$ cat src/rtl/clk_rate_stepper_pkg.sv
// Shared types and constant helpers for the clock rate stepper.
// Half-period counts are computed at elaboration only; no runtime division.
package clk_rate_stepper_pkg;

    typedef enum logic [1:0] {
        ST_RUN   = 2'd0,
        ST_DRAIN = 2'd1,
        ST_HALT  = 2'd2,
        ST_STEP  = 2'd3
    } pause_state_e;

    // Cycles per half-period minus one at level k, floored and clamped to at least 1.
    function automatic logic [31:0] half_count(input longint clk_hz, input longint base_hz,
                                               input int step_log2, input int k);
        longint denom;
        longint q;
        denom = (64'd2 * base_hz) << (k * step_log2);
        q     = clk_hz / denom;
        if (q <= 64'd2) begin
            return 32'd1;
        end
        return 32'(q - 64'd1);
    endfunction

endpackage

$ cat src/rtl/btn_debounce_edge.sv
// Raw async button -> 2-FF sync -> debounce -> one-cycle press pulse (release gives nothing).
// Latency raw rise to pulse: DEBOUNCE_CYCLES+2 cycles; no backpressure, pulse is fire-and-forget.
module btn_debounce_edge #(
    parameter int DEBOUNCE_CYCLES = 1_000_000
) (
    input  logic clk,
    input  logic rst_n,
    input  logic raw,
    output logic pulse
);

    localparam int CW = (DEBOUNCE_CYCLES < 2) ? 1 : $clog2(DEBOUNCE_CYCLES + 1);

    logic          s1_q, s2_q;
    logic          state_q, state_d;
    logic          pulse_q, pulse_d;
    logic [CW-1:0] cnt_q, cnt_d;

    // cnt_q counts consecutive samples that disagree with the accepted state.
    always_comb begin
        state_d = state_q;
        cnt_d   = '0;
        pulse_d = 1'b0;
        if (s2_q != state_q) begin
            if (cnt_q == CW'(DEBOUNCE_CYCLES - 1)) begin
                state_d = s2_q;
                pulse_d = s2_q;
            end else begin
                cnt_d = cnt_q + 1'b1;
            end
        end
    end

    always_ff @(posedge clk or negedge rst_n) begin
        if (!rst_n) begin
            s1_q    <= 1'b0;
            s2_q    <= 1'b0;
            state_q <= 1'b0;
            cnt_q   <= '0;
            pulse_q <= 1'b0;
        end else begin
            s1_q    <= raw;
            s2_q    <= s1_q;
            state_q <= state_d;
            cnt_q   <= cnt_d;
            pulse_q <= pulse_d;
        end
    end

    assign pulse = pulse_q;

endmodule

$ cat src/rtl/clk_rate_stepper.sv
// Button-controlled divided clock with geometric speed levels, pause (drained to clk_N=0) and single-step.
// Raw button rise to level/state update is DEBOUNCE_CYCLES+3 cycles; no backpressure.
module clk_rate_stepper
    import clk_rate_stepper_pkg::*;
#(
    parameter int CLK_FREQ_HZ     = 100_000_000,
    parameter int BASE_HZ         = 1,
    parameter int STEP_LOG2       = 1,
    parameter int NUM_LEVELS      = 8,
    parameter int DEBOUNCE_CYCLES = 1_000_000,
    parameter int INIT_LEVEL      = 0,
    localparam int LVL_W          = $clog2(NUM_LEVELS)
) (
    input  logic             clk,
    input  logic             rst_n,
    input  logic             btn_faster,
    input  logic             btn_slower,
    input  logic             btn_pause,
    input  logic             btn_step,
    output logic             clk_N,
    output logic             tick,
    output logic [LVL_W-1:0] curr_level,
    output logic             paused
);

    logic p_fast, p_slow, p_pause, p_step;

    btn_debounce_edge #(.DEBOUNCE_CYCLES(DEBOUNCE_CYCLES)) u_db_fast (
        .clk(clk), .rst_n(rst_n), .raw(btn_faster), .pulse(p_fast));
    btn_debounce_edge #(.DEBOUNCE_CYCLES(DEBOUNCE_CYCLES)) u_db_slow (
        .clk(clk), .rst_n(rst_n), .raw(btn_slower), .pulse(p_slow));
    btn_debounce_edge #(.DEBOUNCE_CYCLES(DEBOUNCE_CYCLES)) u_db_pause (
        .clk(clk), .rst_n(rst_n), .raw(btn_pause), .pulse(p_pause));
    btn_debounce_edge #(.DEBOUNCE_CYCLES(DEBOUNCE_CYCLES)) u_db_step (
        .clk(clk), .rst_n(rst_n), .raw(btn_step), .pulse(p_step));

    logic [31:0] half_tab [NUM_LEVELS];

    for (genvar g = 0; g < NUM_LEVELS; g++) begin : g_half
        assign half_tab[g] = half_count(64'(CLK_FREQ_HZ), 64'(BASE_HZ), STEP_LOG2, g);
    end

    pause_state_e     state_q, state_d;
    logic [31:0]      counter_q, counter_d;
    logic             clk_n_q, clk_n_d;
    logic             tick_q, tick_d;
    logic [LVL_W-1:0] level_q, level_d;
    logic [31:0]      half_sel;
    logic             lvl_chg;
    logic             counting;
    logic             toggle;

    assign half_sel = half_tab[level_q];
    assign counting = (state_q != ST_HALT);

    always_comb begin
        level_d = level_q;
        lvl_chg = 1'b0;
        if (p_fast && !p_slow && (level_q != LVL_W'(NUM_LEVELS - 1))) begin
            level_d = level_q + 1'b1;
            lvl_chg = 1'b1;
        end else if (p_slow && !p_fast && (level_q != '0)) begin
            level_d = level_q - 1'b1;
            lvl_chg = 1'b1;
        end
    end

    // A level change restarts the half-period and swallows a coincident toggle.
    assign toggle = counting && (counter_q == half_sel) && !lvl_chg;

    always_comb begin
        state_d   = state_q;
        counter_d = counter_q;
        clk_n_d   = clk_n_q;

        if (counting) begin
            if (toggle) begin
                counter_d = '0;
                clk_n_d   = ~clk_n_q;
            end else begin
                counter_d = counter_q + 32'd1;
            end
        end
        if (lvl_chg) begin
            counter_d = '0;
        end

        unique case (state_q)
            ST_RUN: begin
                if (p_pause) begin
                    // Low phase or a falling edge right now: halt immediately with clk_N low.
                    if (!clk_n_q || toggle) begin
                        state_d   = ST_HALT;
                        counter_d = '0;
                        clk_n_d   = 1'b0;
                    end else begin
                        state_d = ST_DRAIN;
                    end
                end
            end
            ST_DRAIN: begin
                if (p_pause) begin
                    state_d = ST_RUN;
                end else if (toggle) begin
                    state_d   = ST_HALT;
                    counter_d = '0;
                end
            end
            ST_HALT: begin
                counter_d = '0;
                clk_n_d   = 1'b0;
                if (p_pause) begin
                    state_d = ST_RUN;
                end else if (p_step) begin
                    state_d = ST_STEP;
                end
            end
            ST_STEP: begin
                if (p_pause) begin
                    state_d = ST_RUN;
                end else if (toggle && clk_n_q) begin
                    state_d   = ST_HALT;
                    counter_d = '0;
                end
            end
            default: state_d = ST_RUN;
        endcase

        tick_d = clk_n_d & ~clk_n_q;
    end

    always_ff @(posedge clk or negedge rst_n) begin
        if (!rst_n) begin
            state_q   <= ST_RUN;
            counter_q <= '0;
            clk_n_q   <= 1'b0;
            tick_q    <= 1'b0;
            level_q   <= LVL_W'(INIT_LEVEL);
        end else begin
            state_q   <= state_d;
            counter_q <= counter_d;
            clk_n_q   <= clk_n_d;
            tick_q    <= tick_d;
            level_q   <= level_d;
        end
    end

    assign clk_N      = clk_n_q;
    assign tick       = tick_q;
    assign curr_level = level_q;
    assign paused     = (state_q != ST_RUN);

endmodule

$ cat config.mk
export PLATFORM = sky130hd
export DESIGN_NAME = clk_rate_stepper
export DESIGN_NICKNAME = d
export VERILOG_FILES = /design/src/rtl/clk_rate_stepper_pkg.sv /design/src/rtl/btn_debounce_edge.sv /design/src/rtl/clk_rate_stepper.sv
export SDC_FILE = /design/constraint.sdc
export NUM_CORES = 1
export LEC_CHECK = 0
export ABC_AREA = 1
export CELL_PAD_IN_SITES_DETAIL_PLACEMENT = 1
export CELL_PAD_IN_SITES_GLOBAL_PLACEMENT = 1
export CORE_UTILIZATION = 45
export CTS_CLUSTER_SIZE = 25
export DETAILED_ROUTE_END_ITERATION = 8
export PLACE_DENSITY = 0.73
export SLEW_MARGIN = 10
export SYNTH_ARGS = -nofsm -noshare
export SYNTH_HDL_FRONTEND = slang
export SYNTH_SLANG_ARGS = --single-unit
export TNS_END_PERCENT = 1
$ cat constraint.sdc
create_clock -name clk -period 4.65 [get_ports clk]
set_input_delay 0.93 -clock clk [delete_from_list [all_inputs] [get_ports clk]]
set_output_delay 0.93 -clock clk [all_outputs]
set_load 0.02 [all_outputs]
==> impl_metrics.env <==
export IMPL_yosysWarnings=0
export IMPL_clockRootBuffer="clkbuf_16"
export IMPL_p_int_w=0.002013
export IMPL_critical_path_max_stage_delay_ps=600
export IMPL_cts_repair_resize_count=0
export IMPL_hold_ws_ps=345.4
export IMPL_ys_async_sr_fraction_pct=100.0
export IMPL_htree_levels=4
export IMPL_synth_most_common_cell="nand2_1"
export IMPL_status="finished clean"
export IMPL_cp_max_fo=26
export IMPL_yosysSeqAreaShare_pct=44.11
export IMPL_die_area_um2=17540
export IMPL_die_h_um=132.5
export IMPL_synth_top_area_cell="dfrtp_1"
export IMPL_cp_end_kind="flop"
export IMPL_grt_ovfl_total=0
export IMPL_place_ws_ps=1130
export IMPL_dr_pass1_iters=5
export IMPL_io_buffers=11
export IMPL_syn_inst=1043
export IMPL_maxCapViolations=0
export IMPL_dr_total_vias=6757
export IMPL_clockPowerShare_pct=51.0
export IMPL_wl_per_cell_um=15.70
export IMPL_synth_nets=1057
export IMPL_ys_top_cells_by_area="dfrtp_1 (44%), nand2_1 (12%), nor2_1 (8.5%), inv_1 (7.4%), xor2_1 (5.3%)"
export IMPL_critPathSlowestCell="nand3b_2"
export IMPL_power_leakage_nw=4.042
export IMPL_syn_area_per_cell_um2=7.343
export IMPL_pwr_share_comb_pct=2.5
export IMPL_cts_buffer_depth=2
export IMPL_switching_share_pct=21.62
export IMPL_cts_hold_buf=0
export IMPL_drt_wl_total_mm=20.38
export IMPL_initial_utilization_pct=46.18
export IMPL_cts_tree="done"
export IMPL_hpwl_mm=15.13
export IMPL_worst_ep_arrival_time_ps=3830
export IMPL_drc=0
export IMPL_clk_pin_slew_ps=60
export IMPL_cellPowerDensity_nw_per_um2=298.9
export IMPL_yosysUniqueCellTypes=38
export IMPL_total_power_w=0.002568
export IMPL_maxSlewViolCount=0
export IMPL_globalplace_congestion=0.9080
export IMPL_synthTopCellsByCount="nand2_1 (243), nor2_1 (173), inv_1 (151)"
export IMPL_dpl_cell_count=1269
export IMPL_final_cells=1298
export IMPL_grt_use_total_pct=25.01
export IMPL_synth_edf_count=0
export IMPL_hold_violations=0
export IMPL_layout_nets=1082
export IMPL_core_um2=16580
export IMPL_synthFlopType="dfrtp_1"
export IMPL_cp_cell_sequence="nor2_2 > nand2_2 > nand2_1 > nand2_1 > inv_1 > nand3_2 > inv_1 > ha_1 > nor2_1 > nand2_1 > o21ai_0 > nand3b_2 > and2_1"
export IMPL_fmax_ghz=0.2841
export IMPL_multiInputGateArea_um2=3656
export IMPL_fillCellCount=2180
export IMPL_final_seq_area_um2=3378
export IMPL_cts_buffers=17
export IMPL_finClkSkew_ps=7.699
export IMPL_diodes=0
export IMPL_finalCritPeriodShare_pct=75.69
export IMPL_die_w_um=132.5
export IMPL_p_seq_share_pct=46.5
export IMPL_ant_nets=0
export IMPL_worstPathRequired_ps=4960
export IMPL_grt_pass1_vias=7001
export IMPL_cts_setup_buffers=0
export IMPL_crit_top_cell="nand2_1"
export IMPL_antenna_found_initial=0
export IMPL_netlist_area_um2=7659
export IMPL_final_setup_tns_ps=0
export IMPL_via_per_inst=5.206
export IMPL_tightest_slew_ps=873.7
export IMPL_switchingPower_w=0.0005551
export IMPL_ir_drop_mv=0.2784
export IMPL_grt_setup_unrepaired="false"
export IMPL_worst_slack_ps=1130
export IMPL_start_kind="flop"
export IMPL_synth_top_area_share_pct=44.11
export IMPL_finalSetupViolations=0
export IMPL_numClockSinks=135
export IMPL_relSlewSlack_pct=41.61
export IMPL_clk_latency_ps=420
export IMPL_ios=12
export IMPL_grt_max_degree=67
export IMPL_rows=47
export IMPL_min_path_type="reg2reg"
export IMPL_drive_gt1_share_pct=4.453
export IMPL_ys_ff_latch=135
export IMPL_crit_type="reg2reg"
export IMPL_period_needed_ps=3520
export IMPL_first_iter_violations=347
export IMPL_grt_pass1_wl_mm=34.89
export IMPL_syn2layout_area_growth_pct=12.17
[metal layers]
| metal | track usage, % | up-vias | part of all wire [%] |
|---|---|---|---|
| met3 | 3.793 | 18 | 2.2 |
| met2 | 41.40 | 76 | 47 |
| met5 | 0 | - | 0 |
| met4 | 6.258 | 0 | 1.0 |
| met1 | 34.39 | 3281 | 49 |
| li1 | - | 3382 | - |
[metrics by stage]
step	instance area, um^2	utilization [%]
floorplan	7659	-
global placement	8029	48.42
detailed placement	8029	48.42
CTS	8591	51.80
global route	8591	51.80
finish	8591	51.80
[registers in the layout (all words and copies together), names as in the netlist, 2 cells and up]
signal and flops:
state_q 2, u_db_step.cnt_q 20, u_db_slow.cnt_q 20, curr_level 3
counter_q 32, u_db_fast.cnt_q 20, u_db_pause.cnt_q 20
[power groups by stage]
stage               sequential, W  combinational (W)  clock (W)
floorplan                 0.00121          0.0000266          0
global placement          0.00122          0.0000646          0
detailed placement        0.00122          0.0000670          0
CTS                       0.00119          0.0000672    0.00135
global route              0.00120          0.0000757    0.00138
finish                    0.00119          0.0000638    0.00131
[worst paths after layout]
path	startpoint	endpoint	slack, ps	depth (start not counted)
min reg2reg	u_db_fast.s1_q	u_db_fast.s2_q	350	0
min	u_db_fast.s1_q	u_db_fast.s2_q	350	0
max	curr_level[2]	counter_q[29]	1130	13
max reg2reg	curr_level[2]	counter_q[29]	1130	13
min in group asynchronous	rst_n	u_db_slow.cnt_q[19]	480	1
max in group asynchronous	rst_n	tick	3210	2
[layout make-up]
class / count / area share (%)
Timing Repair Buffer: 14 / 1.558
Tap cell: 220 / 3.204
Sequential cell: 135 / 39.32
Clock inverter: 7 / 1.136
Inverter: 156 / 6.816
Clock buffer: 22 / 5.403
Multi-Input combinational cell: 744 / 42.56
[cell usage in the layout (no fill, tap or decap), types with 2 or more instances in the layout]
cell	n
nor3b_1	4
ha_1	7
inv_1	151
nand2_1	243
clkbuf_16	17
nand4_1	38
inv_2	4
nor2_2	4
buf_4	3
nor4_1	13
clkdlybuf4s50_1	10
clkbuf_8	2
nor3_1	49
a31oi_1	2
nand3b_1	5
o311ai_0	2
dfrtp_1	135
o21ai_0	33
nand2_2	5
a211oi_1	3
clkinvlp_4	2
and3_1	3
clkbuf_1	3
o21a_1	6
a21oi_1	34
xnor2_1	9
and2_1	3
xor2_1	46
nor2_1	173
bufinv_16	2
nand3_1	52
[cells by family (layout without fill, tap and decap cells)]
group / Yosys count / after routing / synth area share [%]
simple gates: 597 / 597 / 33.93
buf+inv: 164 / 199 / 8.152
flops: 135 / 135 / 44.11
compound gates: 83 / 83 / 5.963
xor+xnor: 55 / 55 / 6.290
fa+ha+maj: 8 / 8 / 1.405
mux: 1 / 1 / 0.1470
[critical path: cells and delay by family (launching register included)]
| kind | cells | cell delay [ps] |
|---|---|---|
| adders and majority gates | 1 | 160 |
| AOI/OAI and AO/OA | 1 | 130 |
| and+or+nand+nor | 9 | 2130 |
| buffers and inverters | 2 | 390 |
| DFF | 1 | 580 |
No activity file was read; power rests on OpenSTA's default activity.
==> RTL edit 1, RTL diff (same flow settings) <==
`NUM_LEVELS`: 8 -> 4.
--- a/src/rtl/clk_rate_stepper.sv
+++ b/src/rtl/clk_rate_stepper.sv
@@ -6,7 +6,7 @@
     parameter int CLK_FREQ_HZ     = 100_000_000,
     parameter int BASE_HZ         = 1,
     parameter int STEP_LOG2       = 1,
-    parameter int NUM_LEVELS      = 8,
+    parameter int NUM_LEVELS      = 4,
     parameter int DEBOUNCE_CYCLES = 1_000_000,
     parameter int INIT_LEVEL      = 0,
     localparam int LVL_W          = $clog2(NUM_LEVELS)
Interface: changed (resized curr_level); port bits go from 12 to 11. No check against the original RTL was run, so the function may have changed too.
==> RTL edit 1 against the unedited design <==
- first-iteration DRC count decreased by 30%
- sequential cell count decreased by 1
- combinational power increased by 1%
- count of clock-buffer cells in the layout decreased by 3
- non-clock buffer count decreased by 3
- sequential share of layout area increased by 1.3 points
- total power increased by 0.71%
- area after synthesis decreased by 4.1%
- cell area decreased by 3.9%
- routed wire length decreased by 8.9%
- setup slack improved by 420 ps
- critical path type unchanged
- largest cell class unchanged
- largest power group unchanged
==> RTL edit 1: results (changes against the unedited design) <==
| Metric | Value |
|---|---|
| Area grow syn2layout | `12.40%` |
| FF-to-FF End | `counter_q[16]` |
| Crit path DAT | `3370 ps (-460 ps)` |
| Share of power burned in the clock network | `51.6% (+0.6 points)` |
| Status | `finished, final reports clean` |
| Reg2reg start | `curr_level[0]` |
| Fraction of area in registers | `40.61% (+1.3 points)` |
| Worst hold endpoint | `u_db_step.s2_q` |
| Number of clock-tree buffers in the layout | `19 (-14%)` |
| Routed WL | `18570 µm (-8.9%)` |
| R2R depth | `16 (+3)` |
| Iter 0 DRT Violations | `242 (-30%)` |
| Seq_cells | `134 (-0.74%)` |
| Port bufs | `10 (-1)` |
| Multi-input gates | `647 (-13%)` |
| Fraction of area in non-clock buffers | `1.318% (-0.24 points)` |
| Vias in the first global route | `6588 (-5.9%)` |
| Hold_sp | `u_db_step.s1_q` |
| Gpl congestion | `0.8359 (-7.9%)` |
| Post-synth top cells | `181 x nand2_1, 141 x inv_1, 135 x nor2_1` |
| Max VDD drop | `249.9 µV (-10%)` |
| Actual slew at the worst max-slew pin | `1031 ps (+157.2 ps)` |
| Dpl hpwl | `13460 µm (-11%)` |
| Clock Skews | `8.041 ps (+0.3420 ps)` |
| TritonRoute pass-1 iters | `4 (-1)` |
| Post-CTS setup buffers | `0 (unchanged)` |
| Gr usage total | `24.37% (-0.64 points)` |
| Number of nets in the layout | `976 (-9.8%)` |
| Register area share after synthesis | `45.64% (+1.5 points)` |
| Largest net degree at the start of global routing | `111 (+66%)` |
| Post-synth ARST share | `100.0% (unchanged)` |
| Mapped Cells | `941 (-9.8%)` |
| Inverters, non-clock | `152 (-2.6%)` |
| Syn nets | `954 (-9.7%)` |
| Via density | `5.230 (+0.46%)` |
| Worst R2R Setup Slack | `1550 ps (+420 ps)` |
| Share of cells above drive strength 1 | `8.504% (+4.1 points)` |
| Area contributors post-synth | `dfrtp_1 46%, nand2_1 9.2%, inv_1 7.2%` |
| Final hold slack | `357.6 ps (+12.16 ps)` |
| Static Leak | `3.808 nW (-5.8%)` |
| Dpl cells | `1160 (-8.6%)` |
| Nonclk buf count | `11 (-3)` |
| Multi-input gate area | `3371 µm² (-7.8%)` |
| Fill count | `2000 (-8.3%)` |
| Synth cell types | `46 (+21%)` |
| Crit-path max FO | `25 (-3.8%)` |
| WL per Instance | `15.58 µm (-0.77%)` |
| First-pass GRT wire length | `31750 µm (-9.0%)` |
| Cell Area, Placed | `7674 µm² (-4.4%)` |
| N_taps | `216 (-1.8%)` |
| Tot Pwr | `0.002586 W (+0.71%)` |
| P_sw | `0.0005961 W (+7.4%)` |
| H-tree depth | `4 (unchanged)` |
| Layout clock area frac | `7.076% (+0.54 points)` |
-- RTL edit 1: cell types whose count changed in the layout (fill, tap and decap cells not counted), moves of 9 or more --
cell | unedited run | this run
inv_1 | 151 | 141
nand2_1 | 243 | 181
nor2_1 | 173 | 135
nor3_1 | 49 | 40
-- RTL edit 1: cell families (layout without fill, tap and decap cells) --
| family | count (synthesis) | in the layout | synth area share (%) |
|---|---|---|---|
| flip-flops | 134 | 134 | 45.64 |
| XOR/XNOR | 47 | 47 | 5.603 |
| AND/OR/NAND/NOR | 506 | 506 | 32.34 |
| adder cells (fa/ha/maj) | 7 | 7 | 1.192 |
| buffers and inverters | 160 | 195 | 8.481 |
| AO/OA/AOI/OAI | 87 | 87 | 6.744 |
-- RTL edit 1: critical path: stages, from the launching register on --
cell	delay, ps
dfrtp_1	620
inv_2	110
nand2_2	120
nand2_1	60
nand2_1	60
nand2_1	60
clkinv_1	40
nand2_1	50
nor2_2	160
nand3_2	190
ha_1	270
o21ai_1	160
o21ai_1	80
inv_1	80
nand2_1	110
o211ai_4	640
nor2_1	130
-- RTL edit 1: routing by layer --
metal / vias to the layer above / GRT usage [%] / part of all wire (%)
li1: 3055 / - / -
met2: 85 / 42.78 / 51
met5: - / 0 / 0
met4: 0 / 8.140 / 1.8
met3: 28 / 4.469 / 3.2
met1: 3066 / 30.20 / 44
-- RTL edit 1: worst max path at each step --
stage / startpoint / end / slack, ps / cells past startpoint
floorplan: curr_level[0] / counter_q[2] / 2190 / 18
global placement: curr_level[0] / counter_q[16] / 1730 / 15
detailed placement: curr_level[0] / counter_q[14] / 1560 / 16
CTS: curr_level[0] / counter_q[16] / 1550 / 16
global route: curr_level[0] / counter_q[16] / 1300 / 16
finish: curr_level[0] / counter_q[16] / 1550 / 16
==> RTL edit 2, RTL diff (same settings) <==
Without the edit above. One comparison of `cnt_q` changes from == to >=.
--- a/src/rtl/btn_debounce_edge.sv
+++ b/src/rtl/btn_debounce_edge.sv
@@ -22,7 +22,7 @@
         cnt_d   = '0;
         pulse_d = 1'b0;
         if (s2_q != state_q) begin
-            if (cnt_q == CW'(DEBOUNCE_CYCLES - 1)) begin
+            if (cnt_q >= CW'(DEBOUNCE_CYCLES - 1)) begin
                 state_d = s2_q;
                 pulse_d = s2_q;
             end else begin
Behaviour: no difference found for any inputs over 10 cycles, from zero or initial values and one cycle with rst_n low; that may be too few to reach the edited logic, so the function may still have changed.
==> RTL edit 2 against the unedited design <==
- area after synthesis shrank 3.0%
- total power grew 0.51%
- combinational power shrank 9.4%
- die area shrank 3.0%
- count of clock-buffer cells in the layout shrank 4
- setup slack gained 77 ps
- routed wire length shrank 6.8%
- sequential cell count is the same
- cell area shrank 3.1%
- critical endpoint is now counter_q[16]
==> RTL edit 2: results (changes against the unedited design) <==
| Metric | Value |
|---|---|
| Gpl congestion | `0.9185 (+1.2%)` |
| Clk slew on worst S/H paths | `60 ps (about the same)` |
| Worst R2R Setup Slack | `1210 ps (+80 ps)` |
| Hold_sp | `u_db_pause.s1_q` |
| Static Leak | `3.656 nW (-9.5%)` |
| Worst slew margin | `35.44% (-6.2 points)` |
| Initial antenna violation count | `0 (unchanged)` |
| Largest net degree at the start of global routing | `70 (+4.5%)` |
| Iter 0 DRT Violations | `303 (-13%)` |
| R2R depth | `16 (+3)` |
| H-tree depth | `4 (unchanged)` |
| Ys Warns | `0 (unchanged)` |
| Crit path largest cell delay | `680 ps (+80 ps)` |
| Resize count post-CTS | `0 (unchanged)` |
| Total vias in the final route | `6298 (-6.8%)` |
| Post-synth ARST share | `100.0% (unchanged)` |
| Syn nets | `961 (-9.1%)` |
| Port bufs | `11 (unchanged)` |
| Skew-Pair Late Insertion Delay | `420 ps (about the same)` |
| CTS Buffer Depth | `2 (unchanged)` |
| Biggest register | `counter_q` |
| Diodes inserted | `0 (unchanged)` |
| Vias in the first global route | `6795 (-2.9%)` |
| Post-CTS setup buffers | `0 (unchanged)` |
| Clock Skews | `8.609 ps (+0.9099 ps)` |
| Crit path DAT | `3700 ps (-130 ps)` |
| TritonRoute pass-1 iters | `4 (-1)` |
| Area contributors post-synth | `dfrtp_1 45%, nand2_1 9.2%, nor2_1 8.2%` |
| Worst hold endpoint | `u_db_pause.s2_q` |
| Routed WL | `18990 µm (-6.8%)` |
| CTS buffer count | `17 (unchanged)` |
| First-pass GRT wire length | `32480 µm (-6.9%)` |
| Share of cells above drive strength 1 | `8.291% (+3.8 points)` |
| FF-to-FF End | `counter_q[16]` |
| Synth cell types | `45 (+18%)` |
| Post-synth top cells | `182 x nand2_1, 162 x nor2_1, 135 x dfrtp_1` |
| Register area share after synthesis | `45.48% (+1.4 points)` |
| Largest register FFs | `32 (unchanged)` |
| Min-Delay Path Class | `register to register` |
| Max VDD drop | `300.6 µV (+8.0%)` |
| Reg2reg start | `curr_level[2]` |
| Dpl hpwl | `13980 µm (-7.6%)` |
| Status | `finished, final reports clean` |
| Root Buffer | `clkbuf_16` |
| Number of nets in the layout | `979 (-9.5%)` |
| Slowest CP cell | `dfrtp_1` |
| Hold depth | `0 (unchanged)` |
| Crit-path max FO | `31 (+19%)` |
| Gr usage total | `24.42% (-0.59 points)` |
-- RTL edit 2: cell types whose count changed in the layout (fill, tap and decap cells not counted), sizes merged, moves of 7 or more --
cell   unedited run  this run
nand3            54        76
o21ai            33        20
a21oi            34        20
nor3b             4        11
nor3             49        56
nand4            38        25
inv             156       123
nand2           248       187
-- RTL edit 2: worst max path at each step --
| stage | from | to | slack (ps) | depth (start not counted) |
|---|---|---|---|---|
| 2_1_floorplan | curr_level[0] | counter_q[6] | 2080 | 18 |
| 3_3_place_gp | curr_level[2] | counter_q[16] | 1410 | 16 |
| 3_5_place_dp | curr_level[2] | counter_q[0] | 1210 | 17 |
| 4_1_cts | curr_level[2] | counter_q[30] | 1210 | 17 |
| 5_1_grt | curr_level[2] | counter_q[0] | 860 | 17 |
| 6_report | curr_level[2] | counter_q[16] | 1210 | 16 |
-- RTL edit 2: power breakdown --
group | switching, W | leakage [nW] | internal, W
Clock | 0.000537 | 0.266 | 0.000792
Combinational | 0.0000440 | 1.55 | 0.0000139
Sequential | 0.00000772 | 1.84 | 0.00119
Total | 0.000588 | 3.66 | 0.00199
-- RTL edit 2: layout make-up --
type                            instances  area [µm²]
Inverter                              119       446.7
Sequential cell                       135        3378
Clock buffer                           18       429.2
Clock inverter                         13       146.4
Fill cell                            1999        7672
Timing Repair Buffer                   13       126.4
Tap cell                              216       270.3
Multi-Input combinational cell        679        3531
-- RTL edit 2: through the flow --
stage | utilization [%] | std cells | instance area (µm²) | hold slack [ps]
after global placement | 48.45 | 1162 | 7752 | 335.4
after floorplan | - | 947 | 7428 | 331.2
final | 52.05 | 1193 | 8328 | 348.0
after CTS | 52.05 | 1193 | 8328 | 350.1
after detailed placement | 48.45 | 1162 | 7752 | 336.3
after global routing | 52.05 | 1193 | 8328 | 368.7
-- RTL edit 2: cell families after synthesis --
logic type,after synthesis,share of synthesized area (%)
flops,135,45.48
buf+inv,133,6.990
fa+ha+maj,8,1.448
mux,1,0.1516
compound gates,65,5.272
xor+xnor,57,6.721
simple gates,548,33.94
-- RTL edit 2: per-layer routing --
| metal | share of wire [%] | global-route usage, % | up-vias |
|---|---|---|---|
| met4 | 1.4 | 6.964 | 0 |
| li1 | - | - | 3101 |
| met3 | 3.2 | 4.805 | 26 |
| met5 | 0 | 0 | - |
| met2 | 50 | 42.45 | 76 |
| met1 | 45 | 30.82 | 3095 |
-- RTL edit 2: critical path, delay by kind of cell (launching register included) --
kind	cells	cell delay [ps]
buffers and inverters	1	90
adder cells (fa/ha/maj)	1	230
AND/OR/NAND/NOR	12	1890
AO/OA/AOI/OAI	2	400
flip-flops	1	680
